==> config.mk <==
export PLATFORM = sky130hd
export DESIGN_NAME = serializer_4bit
export DESIGN_NICKNAME = d
export VERILOG_FILES = /design/src/rtl/serializer_4bit_pkg.sv /design/src/rtl/serializer_ctrl.sv /design/src/rtl/serializer_4bit.sv
export SDC_FILE = /design/constraint.sdc
export NUM_CORES = 1
export LEC_CHECK = 0
export ABC_CLOCK_PERIOD_IN_PS = 1300
export CAP_MARGIN = 40
export CORE_AREA = 3 3 40 42
export CTS_BUF_LIST = sky130_fd_sc_hd__clkbuf_16
export DETAILED_ROUTE_END_ITERATION = 8
export DIE_AREA = 0 0 43 45
export GPL_ROUTABILITY_DRIVEN = 0
export SLEW_MARGIN = 20
export SYNTH_ARGS = -nofsm -noshare
export SYNTH_HDL_FRONTEND = slang
export SYNTH_SLANG_ARGS = --single-unit
==> constraint.sdc <==
create_clock -name CLK -period 1.3 [get_ports CLK]
set_input_delay 0.26 -clock CLK [delete_from_list [all_inputs] [get_ports CLK]]
set_output_delay 0.26 -clock CLK [all_outputs]
set_load 0.01 [all_outputs]
==> src/rtl/serializer_4bit_pkg.sv <==
// Shared definitions for the parallel-in serial-out transmitter.
// Holds the frame width default, FSM state encoding and the counter-width helper.
// Imported by the controller and the top level.
package serializer_4bit_pkg;

  // Frame width shared with the downstream 4-bit serial-in shift register.
  localparam int DEFAULT_WIDTH = 4;

  typedef enum logic [0:0] {
    ST_IDLE  = 1'b0,
    ST_SHIFT = 1'b1
  } state_t;

  // Number of bits needed to count 0..value-1 (at least 1 for value >= 2).
  function automatic int clog2(input int value);
    int r;
    r = 0;
    while ((1 << r) < value) begin
      r = r + 1;
    end
    return r;
  endfunction

endpackage

==> src/rtl/serializer_ctrl.sv <==
// Serializer control: IDLE/SHIFT FSM plus the bit counter.
// Produces load/shift strobes for the data path and done_next for the DONE register.
// READY is high in IDLE and on the last bit of a word, so words can run back to back.
module serializer_ctrl
  import serializer_4bit_pkg::*;
#(
  parameter int WIDTH = DEFAULT_WIDTH
) (
  input  logic clk,
  input  logic rst,
  input  logic load_req,
  output logic ready,
  output logic busy,
  output logic load_en,
  output logic shift_en,
  output logic done_next
);

  localparam int               CNT_W    = clog2(WIDTH);
  localparam logic [CNT_W-1:0] CNT_LAST = CNT_W'(WIDTH - 1);
  localparam logic [CNT_W-1:0] CNT_ONE  = CNT_W'(1);

  state_t           state_q, state_d;
  logic [CNT_W-1:0] cnt_q, cnt_d;
  logic             last_bit;

  assign last_bit = (cnt_q == CNT_LAST);

  // State and counter registers; reset drops any word in flight.
  always_ff @(posedge clk or posedge rst) begin
    if (rst) begin
      state_q <= ST_IDLE;
      cnt_q   <= '0;
    end else begin
      state_q <= state_d;
      cnt_q   <= cnt_d;
    end
  end

  // Next state: a word starts from IDLE or chains on at the last bit; otherwise count bits.
  always_comb begin
    state_d = state_q;
    cnt_d   = cnt_q;
    case (state_q)
      ST_IDLE: begin
        if (load_req) begin
          state_d = ST_SHIFT;
          cnt_d   = '0;
        end
      end
      ST_SHIFT: begin
        if (last_bit) begin
          state_d = load_req ? ST_SHIFT : ST_IDLE;
          cnt_d   = '0;
        end else begin
          cnt_d = cnt_q + CNT_ONE;
        end
      end
      default: begin
        state_d = ST_IDLE;
        cnt_d   = '0;
      end
    endcase
  end

  // Outputs: handshake, busy flag, data-path strobes and the pre-registered DONE.
  always_comb begin
    ready     = 1'b0;
    busy      = 1'b0;
    done_next = 1'b0;
    load_en   = 1'b0;
    shift_en  = 1'b0;
    case (state_q)
      ST_IDLE: begin
        ready = 1'b1;
      end
      ST_SHIFT: begin
        busy      = 1'b1;
        ready     = last_bit;
        done_next = last_bit;
      end
      default: begin
        ready = 1'b0;
      end
    endcase
    load_en  = ready && load_req;
    shift_en = busy && !load_en;
  end

endmodule

==> src/rtl/serializer_4bit.sv <==
// Parallel-in serial-out transmitter feeding a serial-in shift register's Din.
// Word accepted at edge k: bits on Dout in cycles k+1..k+WIDTH, DONE high after edge k+WIDTH.
// READY gates LOAD; a LOAD while READY is low is ignored and DATA is not sampled.
module serializer_4bit
  import serializer_4bit_pkg::*;
#(
  parameter int   WIDTH      = DEFAULT_WIDTH,
  parameter bit   MSB_FIRST  = 1'b1,
  parameter logic IDLE_LEVEL = 1'b0
) (
  input  logic             CLK,
  input  logic             RST,
  input  logic [WIDTH-1:0] DATA,
  input  logic             LOAD,
  output logic             READY,
  output logic             Dout,
  output logic             BUSY,
  output logic             DONE
);

  logic [WIDTH-1:0] shreg_q, shreg_d;
  logic             done_q, done_d;
  logic             load_en, shift_en, done_next;

  serializer_ctrl #(
    .WIDTH(WIDTH)
  ) u_ctrl (
    .clk      (CLK),
    .rst      (RST),
    .load_req (LOAD),
    .ready    (READY),
    .busy     (BUSY),
    .load_en  (load_en),
    .shift_en (shift_en),
    .done_next(done_next)
  );

  // Next data: load a new word, or move one place toward the output end filling with IDLE_LEVEL.
  always_comb begin
    shreg_d = shreg_q;
    if (load_en) begin
      shreg_d = DATA;
    end else if (shift_en) begin
      if (MSB_FIRST) begin
        shreg_d = {shreg_q[WIDTH-2:0], IDLE_LEVEL};
      end else begin
        shreg_d = {IDLE_LEVEL, shreg_q[WIDTH-1:1]};
      end
    end
    done_d = done_next;
  end

  // Data shift register and DONE output register.
  always_ff @(posedge CLK or posedge RST) begin
    if (RST) begin
      shreg_q <= '0;
      done_q  <= 1'b0;
    end else begin
      shreg_q <= shreg_d;
      done_q  <= done_d;
    end
  end

  // Dout comes only from flops (state and shift register), never from LOAD or DATA.
  assign Dout = BUSY ? (MSB_FIRST ? shreg_q[WIDTH-1] : shreg_q[0]) : IDLE_LEVEL;
  assign DONE = done_q;

endmodule

==> impl_metrics.tcl, run 1 <==
set metrics [dict create \
    vias 330 \
    p_seq_share_pct 26.0 \
    ys.warnings.count 0 \
    finish.utilization_pct 51.61 \
    cts_root_buffer "sky130_fd_sc_hd__clkbuf_16" \
    routed_wirelength_um 884 \
    tightest_slew_ns 0.3114 \
    ir_worst_vdd_v 0.001212 \
    timing.hold.worst.class "input pin to async pin" \
    port_buffers 10 \
    power.combinational.fraction_pct 42.6 \
    mappedNetlistArea_um2 424.2 \
    final_layout_size_suffix_gt1_share_pct 36.84 \
    timing.fmax_mhz 768.2 \
    grt_antenna_before_repair 0 \
    seq_total_area_yosys_pct 47.20 \
    total_overflow_reported_by_the_global_router 0 \
    detailed_place_hpwl_um 671.9 \
    critical_path_peak_fanout 2 \
    io_pins 11 \
    grt_pass1_wl_um 1359 \
    timing.final.crit_share_pct 100.1 \
    power.density_mw_per_mm2 2445 \
    floorplan.die_area_mm2 0.001935 \
    hold_violations_final 0 \
    synth-seq-cells 8 \
    floorplan.die.width_um 43 \
    cts_max_path_buffers 2 \
    numCtsBuffers 3 \
    cts-htree-levels 1 \
    max-cap-violations 0 \
    num_rows 13 \
    failed_checks "setup timing" \
    floorplan.initialDensity_pct 33.01 \
    drv_slew 0 \
    final_clock_skew_ns 0.0009225 \
    synth_cells 38 \
    design.core.area_mm2 0.001285 \
    clk_pin_slew_worst_paths_ns 0.04 \
    detail_route.first_pass.iterations 2 \
    tritoncts "built" \
    criticalPathCategory "flip-flop to output pin" \
    p_leak_nw 0.3311 \
    clock-sinks 8 \
    setup_ws_ns -0.001708 \
    period_needed_ns 1.302 \
    power.share.switching_pct 28.97 \
    drt_initial_violations 9 \
    syn_avg_cell_area_um2 11.16 \
    report.final.setup_viol 1 \
    viasPerCell 4.583 \
    groute.usage.overall_pct 10.43 \
    syn_to_layout_area_delta_pct 56.34 \
    finalPower_w 0.001621 \
    worst_setup_path_start_kind "flip-flop" \
    outcome "finished, violations left" \
    critPathRequiredTime_ns 1.04 \
    drc 0 \
    internal_power_w 0.001152 \
    share_clk_of_total_power_pct 31.4 \
    ant_nets 0 \
    timing.critical_path.to_type "output pin" \
    finish.net_count 68 \
    insertion_delay_ns 0.23 \
    switchingPower_w 0.0004696 \
    timing.critical_path.arrival_ns 1.04 \
    rsz0062_at_grt "true" \
    grt_pass1_vias 313 \
    synth.net_count 47 \
    grt_start_max_net_pins 9 \
    route.detailed.wl_per_inst_um 12.28 \
    ys_types 16 \
    max-slew-margin-rel_pct 79.22 \
    n_antenna_cell 0 \
    chipHeight_um 45 \
]
[through the flow]
step                instance area, um2  setup slack, ns   TNS [ns]  std cells  hold slack [ns]
CTS                              660.6        -0.006860  -0.006860         71           0.2905
floorplan                        424.2          0.09554          0         38          0.07566
global placement                 568.0          -0.1652    -0.3040         67           0.5203
detailed placement               568.0          -0.1615    -0.3466         67           0.5204
finish                           663.1        -0.001708  -0.001708         72           0.2846
global route                     663.1         -0.04017   -0.04017         72           0.3128
[state kept, by name (all words and copies together) (netlist names)]
| register | flops |
|---|---|
| u_ctrl.state_q | 1 |
| DONE | 1 |
| shreg_q | 4 |
| u_ctrl.cnt_q | 2 |
[cells in the mapped netlist]
cell type / count / area share [%]
sky130_fd_sc_hd__o22ai_1: 2 / 2.9
sky130_fd_sc_hd__o21ai_0: 2 / 2.4
sky130_fd_sc_hd__buf_2: 1 / 1.2
sky130_fd_sc_hd__nor2_1: 1 / 0.88
sky130_fd_sc_hd__ha_1: 2 / 5.9
sky130_fd_sc_hd__a32o_1: 1 / 2.4
sky130_fd_sc_hd__dfrtp_1: 8 / 47
sky130_fd_sc_hd__a31oi_1: 3 / 4.4
sky130_fd_sc_hd__mux2_4: 3 / 11
sky130_fd_sc_hd__nand2b_1: 2 / 2.9
sky130_fd_sc_hd__a21o_1: 1 / 1.8
sky130_fd_sc_hd__buf_6: 2 / 5.3
sky130_fd_sc_hd__o22ai_2: 1 / 2.9
sky130_fd_sc_hd__inv_1: 5 / 4.4
sky130_fd_sc_hd__nand2_1: 2 / 1.8
sky130_fd_sc_hd__and2_1: 2 / 2.9
[power groups by stage]
stage	clock, W	combinational, W	sequential [W]
final	0.000509	0.000691	0.000422
after global routing	0.000536	0.000739	0.000438
after CTS	0.000520	0.000680	0.000426
after detailed placement	0	0.000635	0.000443
after global placement	0	0.000622	0.000436
after floorplan	0	0.000403	0.000427
[layout by cell type (no fill, tap or decap)]
master,synthesis,routed
sky130_fd_sc_hd__mux2_4,3,3
sky130_fd_sc_hd__buf_4,0,9
sky130_fd_sc_hd__o21ai_0,2,2
sky130_fd_sc_hd__nand2b_4,0,1
sky130_fd_sc_hd__o22ai_2,1,1
sky130_fd_sc_hd__dlygate4sd2_1,0,2
sky130_fd_sc_hd__nand2b_1,2,1
sky130_fd_sc_hd__dfrtp_2,0,1
sky130_fd_sc_hd__a31oi_1,3,3
sky130_fd_sc_hd__a21o_1,1,1
sky130_fd_sc_hd__nor2_1,1,1
sky130_fd_sc_hd__buf_6,2,1
sky130_fd_sc_hd__clkbuf_16,0,3
sky130_fd_sc_hd__ha_1,2,1
sky130_fd_sc_hd__o22ai_1,2,2
sky130_fd_sc_hd__clkdlybuf4s50_1,0,6
sky130_fd_sc_hd__clkbuf_2,0,1
sky130_fd_sc_hd__and2_1,2,2
sky130_fd_sc_hd__inv_1,5,5
sky130_fd_sc_hd__nand2_1,2,2
sky130_fd_sc_hd__a32o_1,1,1
sky130_fd_sc_hd__ha_2,0,1
sky130_fd_sc_hd__dfrtp_1,8,7
[final cells by class]
cell class / count / area [um2]
fill: 128 / 621.8
clock buffer: 3 / 75.07
inverter: 5 / 18.77
tap: 15 / 18.77
sequential: 8 / 201.4
multi-input combinational: 22 / 187.7
timing repair buffer: 19 / 161.4
[path summary, 6_finish.rpt]
path,cells past startpoint,from,endpoint,slack (ns)
setup / recovery,3,u_ctrl.cnt_q[1],READY,-0.002
hold / removal,2,RST,shreg_q[1],0.28
setup reg to reg,4,u_ctrl.cnt_q[1],shreg_q[0],0.07
hold reg to reg,1,shreg_q[0],shreg_q[0],0.53
max in group asynchronous,2,RST,u_ctrl.state_q,0.76
min in group CLK,1,shreg_q[0],shreg_q[0],0.53
[critical path: stages, from the launching register on]
cell	delay, ns
sky130_fd_sc_hd__dfrtp_1	0.37
sky130_fd_sc_hd__ha_2	0.18
sky130_fd_sc_hd__nand2b_4	0.14
sky130_fd_sc_hd__buf_6	0.11
[repair_timing]
item	4_1_cts	5_1_grt
hold buffers	0	0
cloned	0	0
setup buffers	1	1
endpoints found under the hold margin	0	0
pin swaps	0	1
gates resized for setup	12	1
setup endpoints to repair	4	2
[routing by layer]
metal | vias to the layer above | GRT usage (%) | wire [um]
met2 | 9 | 16.17 | 439
met4 | 0 | 7.229 | 0
met5 | - | 0 | 0
li1 | 166 | - | -
met3 | 0 | 6.375 | 67
met1 | 155 | 10.42 | 377
[cell families (layout without fill, tap and decap cells)]
group	count (synthesis)	count (layout)	synth area share, %
AO/OA/AOI/OAI	10	10	16.81
AND/OR/NAND/NOR	7	7	8.553
flip-flops	8	8	47.20
multiplexers	3	3	10.62
adder cells (fa/ha/maj)	2	2	5.899
buffers and inverters	8	27	10.91
Note: power is estimated with default switching activity, not from simulation.
==> run 2: changes to the inputs <==
--- a/config.mk
+++ b/config.mk
@@ -12,6 +12,7 @@
 export DETAILED_ROUTE_END_ITERATION = 8
 export DIE_AREA = 0 0 43 45
 export GPL_ROUTABILITY_DRIVEN = 0
+export GPL_TIMING_DRIVEN = 0
 export SLEW_MARGIN = 20
 export SYNTH_ARGS = -nofsm -noshare
 export SYNTH_HDL_FRONTEND = slang
==> run 2 against run 1 <==
Effect of this change: the flow still finishes with violations (setup timing); flip-flop and latch count is the same; clock power increased by 2%; clock-buffer cell count did not move; sequential share of layout area decreased by 0.45 points; final cell count is 1.4% lower; clock skew increased by 0.0020 ns; largest cell class unchanged.
==> impl_metrics.tcl, run 2 (same netlist as run 1, synthesis figures left out) <==
set metrics [dict create \
    outcome "finished, violations left" \
    failed_checks "setup timing" \
    insertion_delay_ns 0.23 \
    power.density_mw_per_mm2 2524 \
    max_reg_flops 4 \
    timing.hold.worst.class "input pin to async pin" \
    period_needed_ns 1.315 \
    clk_pin_slew_worst_paths_ns 0.04 \
    vias 327 \
    grt_antenna_before_repair 0 \
    worst_setup_path_start_kind "flip-flop" \
    setup.worst_path.start "u_ctrl.cnt_q[0]" \
    design.core.area_mm2 0.001285 \
    registers.top_by_ff_count "shreg_q" \
    finish.net_count 67 \
    viasPerCell 4.606 \
    detailed_place_hpwl_um 512.1 \
    tritoncts "built" \
    rsz0062_at_grt "true" \
    multi_input_area_um2 193.9 \
    timing.final.crit_share_pct 101.1 \
    routed_wirelength_um 918 \
    max-slew-margin-rel_pct 78.84 \
    floorplan.die_area_mm2 0.001935 \
    p_leak_nw 0.3393 \
    max-cap-violations 0 \
    timing.critical_path.arrival_ns 1.05 \
    numCtsBuffers 3 \
    hold_violations_final 0 \
    port_buffers 9 \
    cts_root_buffer "sky130_fd_sc_hd__clkbuf_16" \
    cts-htree-levels 1 \
    seqCellArea_um2 201.4 \
    grt_pass1_vias 354 \
    chipHeight_um 45 \
    num_rows 13 \
    io_pins 11 \
    n_antenna_cell 0 \
    fillers 128 \
    setup_ws_ns -0.01491 \
    drv_slew 0 \
    most-common-layout-cells "7 x sky130_fd_sc_hd__dfrtp_1, 6 x sky130_fd_sc_hd__buf_4, 5 x sky130_fd_sc_hd__inv_1, 5 x sky130_fd_sc_hd__clkdlybuf4s50_1" \
    cts_max_path_buffers 2 \
    clock-sinks 8 \
    layout_top_registers "shreg_q (4), u_ctrl.cnt_q (2)" \
    timing.critical_path.to_type "output pin" \
    timing.fmax_mhz 760.5 \
    drc 0 \
    drt_initial_violations 1 \
    groute.usage.overall_pct 11.51 \
    final_common_cell "sky130_fd_sc_hd__dfrtp_1" \
    cts_hold_buffers 0 \
    grt_start_max_net_pins 11 \
    route.detailed.wl_per_inst_um 12.93 \
    detail_route.first_pass.iterations 2 \
    final.hold.worst_slack_ns 0.2841 \
    ant_nets 0 \
    grt_pass1_wl_um 1531 \
    final_clock_skew_ns 0.002920 \
    criticalPathCategory "flip-flop to output pin" \
    floorplan.die.width_um 43 \
    finalPower_w 0.001699 \
    crit-reg2reg-launch "u_ctrl.cnt_q[0]" \
    syn_to_layout_area_delta_pct 58.70 \
    tightest_slew_ns 0.3170 \
    critical_path_peak_fanout 2 \
    critPathRequiredTime_ns 1.04 \
    floorplan.initialDensity_pct 33.01 \
    total_overflow_reported_by_the_global_router 0 \
    ir_worst_vdd_v 0.001469 \
    final_layout_size_suffix_gt1_share_pct 39.29 \
    report.final.setup_viol 1 \
]
==> run 2: cell count changes in the layout (fill, tap and decap cells not counted), sizes merged <==
cell and change:
buf +1, clkbuf -1, clkdlybuf4s50 -1
==> run 2: cell type report <==
type | count | area share [%]
Clock buffer | 3 | 11.15
Timing Repair Buffer | 17 | 23.79
Multi-Input combinational cell | 22 | 28.81
Sequential cell | 8 | 29.93
Buffer | 1 | 0.7435
Inverter | 5 | 2.788
Tap cell | 15 | 2.788
==> run 2: final timing paths <==
kind                       cells past startpoint  slack, ns             end
max                                            3      -0.01           READY
min                                            2       0.28      shreg_q[2]
max reg2reg                                    4       0.06      shreg_q[0]
min reg2reg                                    1       0.55      shreg_q[0]
max in group asynchronous                      2       0.76  u_ctrl.state_q
min in group CLK                               2       0.37  u_ctrl.state_q
==> run 2: worst max-delay path: stages, from the launching register on <==
cell and delay (ns):
sky130_fd_sc_hd__dfrtp_1 0.38, sky130_fd_sc_hd__ha_2 0.19, sky130_fd_sc_hd__nand2b_4 0.14, sky130_fd_sc_hd__buf_6 0.12
==> run 2: stage by stage <==
step	cell area [um2]	utilization [%]	setup TNS, ns	cells	setup WS [ns]
after CTS	686.9	53.46	-0.08889	72	-0.08442
after floorplan	424.2	-	0	38	0.09554
after global placement	533.0	41.48	-0.3911	62	-0.2971
after detailed placement	533.0	41.48	-0.4031	62	-0.3009
after global routing	673.1	52.39	-0.05704	71	-0.05704
final	673.1	52.39	-0.01491	71	-0.01491
==> run 2: where the power goes <==
part	leakage (nW)	switching [W]	total (W)	internal, W
combinational	0.203	0.000298	0.000751	0.000453
clock	0.0370	0.000121	0.000518	0.000397
sequential	0.0991	0.0000728	0.000429	0.000357
total	0.339	0.000492	0.00170	0.00121
==> run 2: repair_timing <==
action,4_1_cts,5_1_grt
resized for setup,15,1
pin swaps,2,1
setup endpoints to repair,4,6
setup buffers,7,1
endpoints found under the hold margin,0,0
==> run 2: per-layer routing <==
layer / vias to the layer above / GRT usage, % / wire [um]
li1: 164 / - / -
met1: 154 / 12.38 / 390
met2: 7 / 19.76 / 468
met3: 2 / 3.586 / 50
met4: 0 / 7.229 / 8
met5: - / 0 / 0
==> run 3: changes to the inputs <==
--- a/config.mk
+++ b/config.mk
@@ -5,8 +5,8 @@
 export SDC_FILE = /design/constraint.sdc
 export NUM_CORES = 1
 export LEC_CHECK = 0
-export ABC_CLOCK_PERIOD_IN_PS = 1300
-export CAP_MARGIN = 40
+export ABC_CLOCK_PERIOD_IN_PS = 1200
+export CAP_MARGIN = 15
 export CORE_AREA = 3 3 40 42
 export CTS_BUF_LIST = sky130_fd_sc_hd__clkbuf_16
 export DETAILED_ROUTE_END_ITERATION = 8
==> constraint.sdc (replaced) <==
create_clock -name CLK -period 1.2 [get_ports CLK]
set_input_delay 0.24 -clock CLK [delete_from_list [all_inputs] [get_ports CLK]]
set_output_delay 0.24 -clock CLK [all_outputs]
set_load 0.01 [all_outputs]
==> run 3 against run 2 <==
Effect of this change: the run still ends with setup timing left; total power increased by 6.5%; routed wire length down 11%; via count is 0.31% lower; combinational power up 6.4%; clock-buffer cell count did not move; largest cell class unchanged.
==> impl_metrics.tcl, run 3 (same netlist as run 1, synthesis figures left out) <==
set metrics [dict create \
    worst_setup_path_start_kind "flip-flop" \
    cts_root_buffer "sky130_fd_sc_hd__clkbuf_16" \
    grtUsageMet1_pct 14.14 \
    groute.usage.overall_pct 10.18 \
    most-common-layout-cells "8 x sky130_fd_sc_hd__dfrtp_1, 5 x sky130_fd_sc_hd__inv_1, 5 x sky130_fd_sc_hd__clkdlybuf4s50_1" \
    clock-sinks 8 \
    critPathRequiredTime_ns 0.96 \
    tightest_slew_ns 0.2874 \
    report.final.setup_viol 4 \
    timing.rr.end "shreg_q[3]" \
    cts-htree-levels 1 \
    ir_worst_vdd_v 0.001341 \
    cts_hold_buffers 0 \
    met2_capacity_usage_during_global_routing_pct 12.87 \
    chipHeight_um 45 \
    final_clock_skew_ns 0.0006841 \
    detailed_place_hpwl_um 522.8 \
    routed_wirelength_um 816 \
    n_antenna_cell 0 \
    criticalPathCategory "flip-flop to output pin" \
    design.core.area_mm2 0.001285 \
    outcome "finished, violations left" \
    grt_pass1_vias 289 \
    cts_max_path_buffers 2 \
    syn_to_layout_area_delta_pct 56.05 \
    setup.worst_path.start "u_ctrl.cnt_q[0]" \
    floorplan.die_area_mm2 0.001935 \
    critical_path_peak_fanout 4 \
    drc 0 \
    timing.hold.worst.class "input pin to async pin" \
    power.density_mw_per_mm2 2732 \
    viasPerCell 4.657 \
    registers.top_by_ff_count "shreg_q" \
    drt_initial_violations 3 \
    timing.critical_path.arrival_ns 1.06 \
    floorplan.initialDensity_pct 33.01 \
    critical-path-top-delay-family "flip-flops" \
    clk_pin_slew_worst_paths_ns 0.04 \
    total_overflow_reported_by_the_global_router 0 \
    max-slew-margin-rel_pct 80.82 \
    worst_path_largest_cell_delay_ns 0.38 \
    p_leak_nw 0.3322 \
    layout_top_registers "shreg_q (4), u_ctrl.cnt_q (2)" \
    crit-reg2reg-launch "u_ctrl.state_q" \
    period_needed_ns 1.296 \
    detail_route.first_pass.iterations 2 \
    timing.fmax_mhz 771.7 \
    insertion_delay_ns 0.23 \
    grt_pass1_wl_um 1359 \
    grt_start_max_net_pins 11 \
    dp_slack_ns -0.3600 \
    fillers 128 \
    setup_ws_ns -0.09587 \
    failed_checks "setup timing" \
    final_layout_size_suffix_gt1_share_pct 38.18 \
    timing.critical_path.to_type "output pin" \
    io_pins 11 \
    rsz0062_at_grt "true" \
    max-cap-violations 0 \
    drv_slew 0 \
    floorplan.die.width_um 43 \
    slowest_stage "sky130_fd_sc_hd__dfrtp_1" \
    ff2ff_path_depth 5 \
    hold_violations_final 0 \
    grt_antenna_before_repair 0 \
    critPathCapture "READY" \
    numCtsBuffers 3 \
    route.detailed.wl_per_inst_um 11.66 \
    met3_track_utilization_from_global_routing_pct 2.390 \
    tritoncts "built" \
    vias 326 \
    port_buffers 9 \
    max_reg_flops 4 \
    global_route.peak_usage_layer "met1" \
    cp.depth 3 \
    finish.net_count 66 \
    seqCellArea_um2 200.2 \
    multi_input_area_um2 196.4 \
    finalPower_w 0.001808 \
    ff2ff_setup_slack_ns -0.08 \
    critPathBufInv 1 \
    num_rows 13 \
    timing.final.crit_share_pct 108.0 \
    ant_nets 0 \
    timing.critical_path.cells "ha_2, nand2b_4, buf_6" \
    final_common_cell "sky130_fd_sc_hd__dfrtp_1" \
]
## run 3: routing by layer
metal	part of all wire [%]	wire, um	vias to the layer above
met1	49	402	151
met2	41	333	10
met5	0	0	-
met4	2.9	24	0
li1	-	-	163
met3	6.9	56	2
## run 3: worst reg2reg max path: cells and delay by family (launching register included)
family,cells,cell delay [ns]
DFF,1,0.39
muxes,1,0.30
buffers and inverters,2,0.25
AOI/OAI and AO/OA,2,0.20
## run 3: where the power goes
part	total [W]	leakage (nW)	switching, W	internal [W]
Combinational	0.000799	0.196	0.000321	0.000477
Sequential	0.000458	0.0996	0.0000741	0.000384
Clock	0.000551	0.0370	0.000123	0.000429
## run 3: timing repair
action	in CTS	in global routing
endpoints found under the setup margin	6	7
pin swaps	2	2
hold endpoints to repair	0	0
gates resized for setup	16	1
buffers inserted	5	2
## run 3: worst min-delay path by stage
stage / to / slack [ns] / depth (start not counted) / startpoint
after global routing: shreg_q[1] / 0.30 / 2 / RST
after global placement: DONE / 0.50 / 2 / RST
final: DONE / 0.25 / 2 / RST
after CTS: shreg_q[3] / 0.26 / 2 / RST
after detailed placement: u_ctrl.state_q / 0.51 / 2 / RST
after floorplan: DONE / 0.06 / 1 / RST
## run 3: layout make-up
type	count	share of cell area, %
Inverter	5	2.836
Sequential cell	8	30.25
Tap cell	15	2.836
Buffer	1	0.7561
Clock buffer	3	11.34
Timing Repair Buffer	16	22.31
Multi-Input combinational cell	22	29.68
## run 3: per-stage QoR
| step | area, um2 | utilization [%] | setup TNS [ns] | hold slack, ns | instances |
|---|---|---|---|---|---|
| detailed placement | 540.5 | 42.06 | -0.5719 | 0.5073 | 62 |
| CTS | 654.4 | 50.93 | -0.5093 | 0.2639 | 69 |
| global placement | 540.5 | 42.06 | -0.5714 | 0.5030 | 62 |
| global route | 661.9 | 51.51 | -0.4820 | 0.3032 | 70 |
| finish | 661.9 | 51.51 | -0.2171 | 0.2512 | 70 |
| floorplan | 431.7 | - | 0 | 0.05566 | 38 |
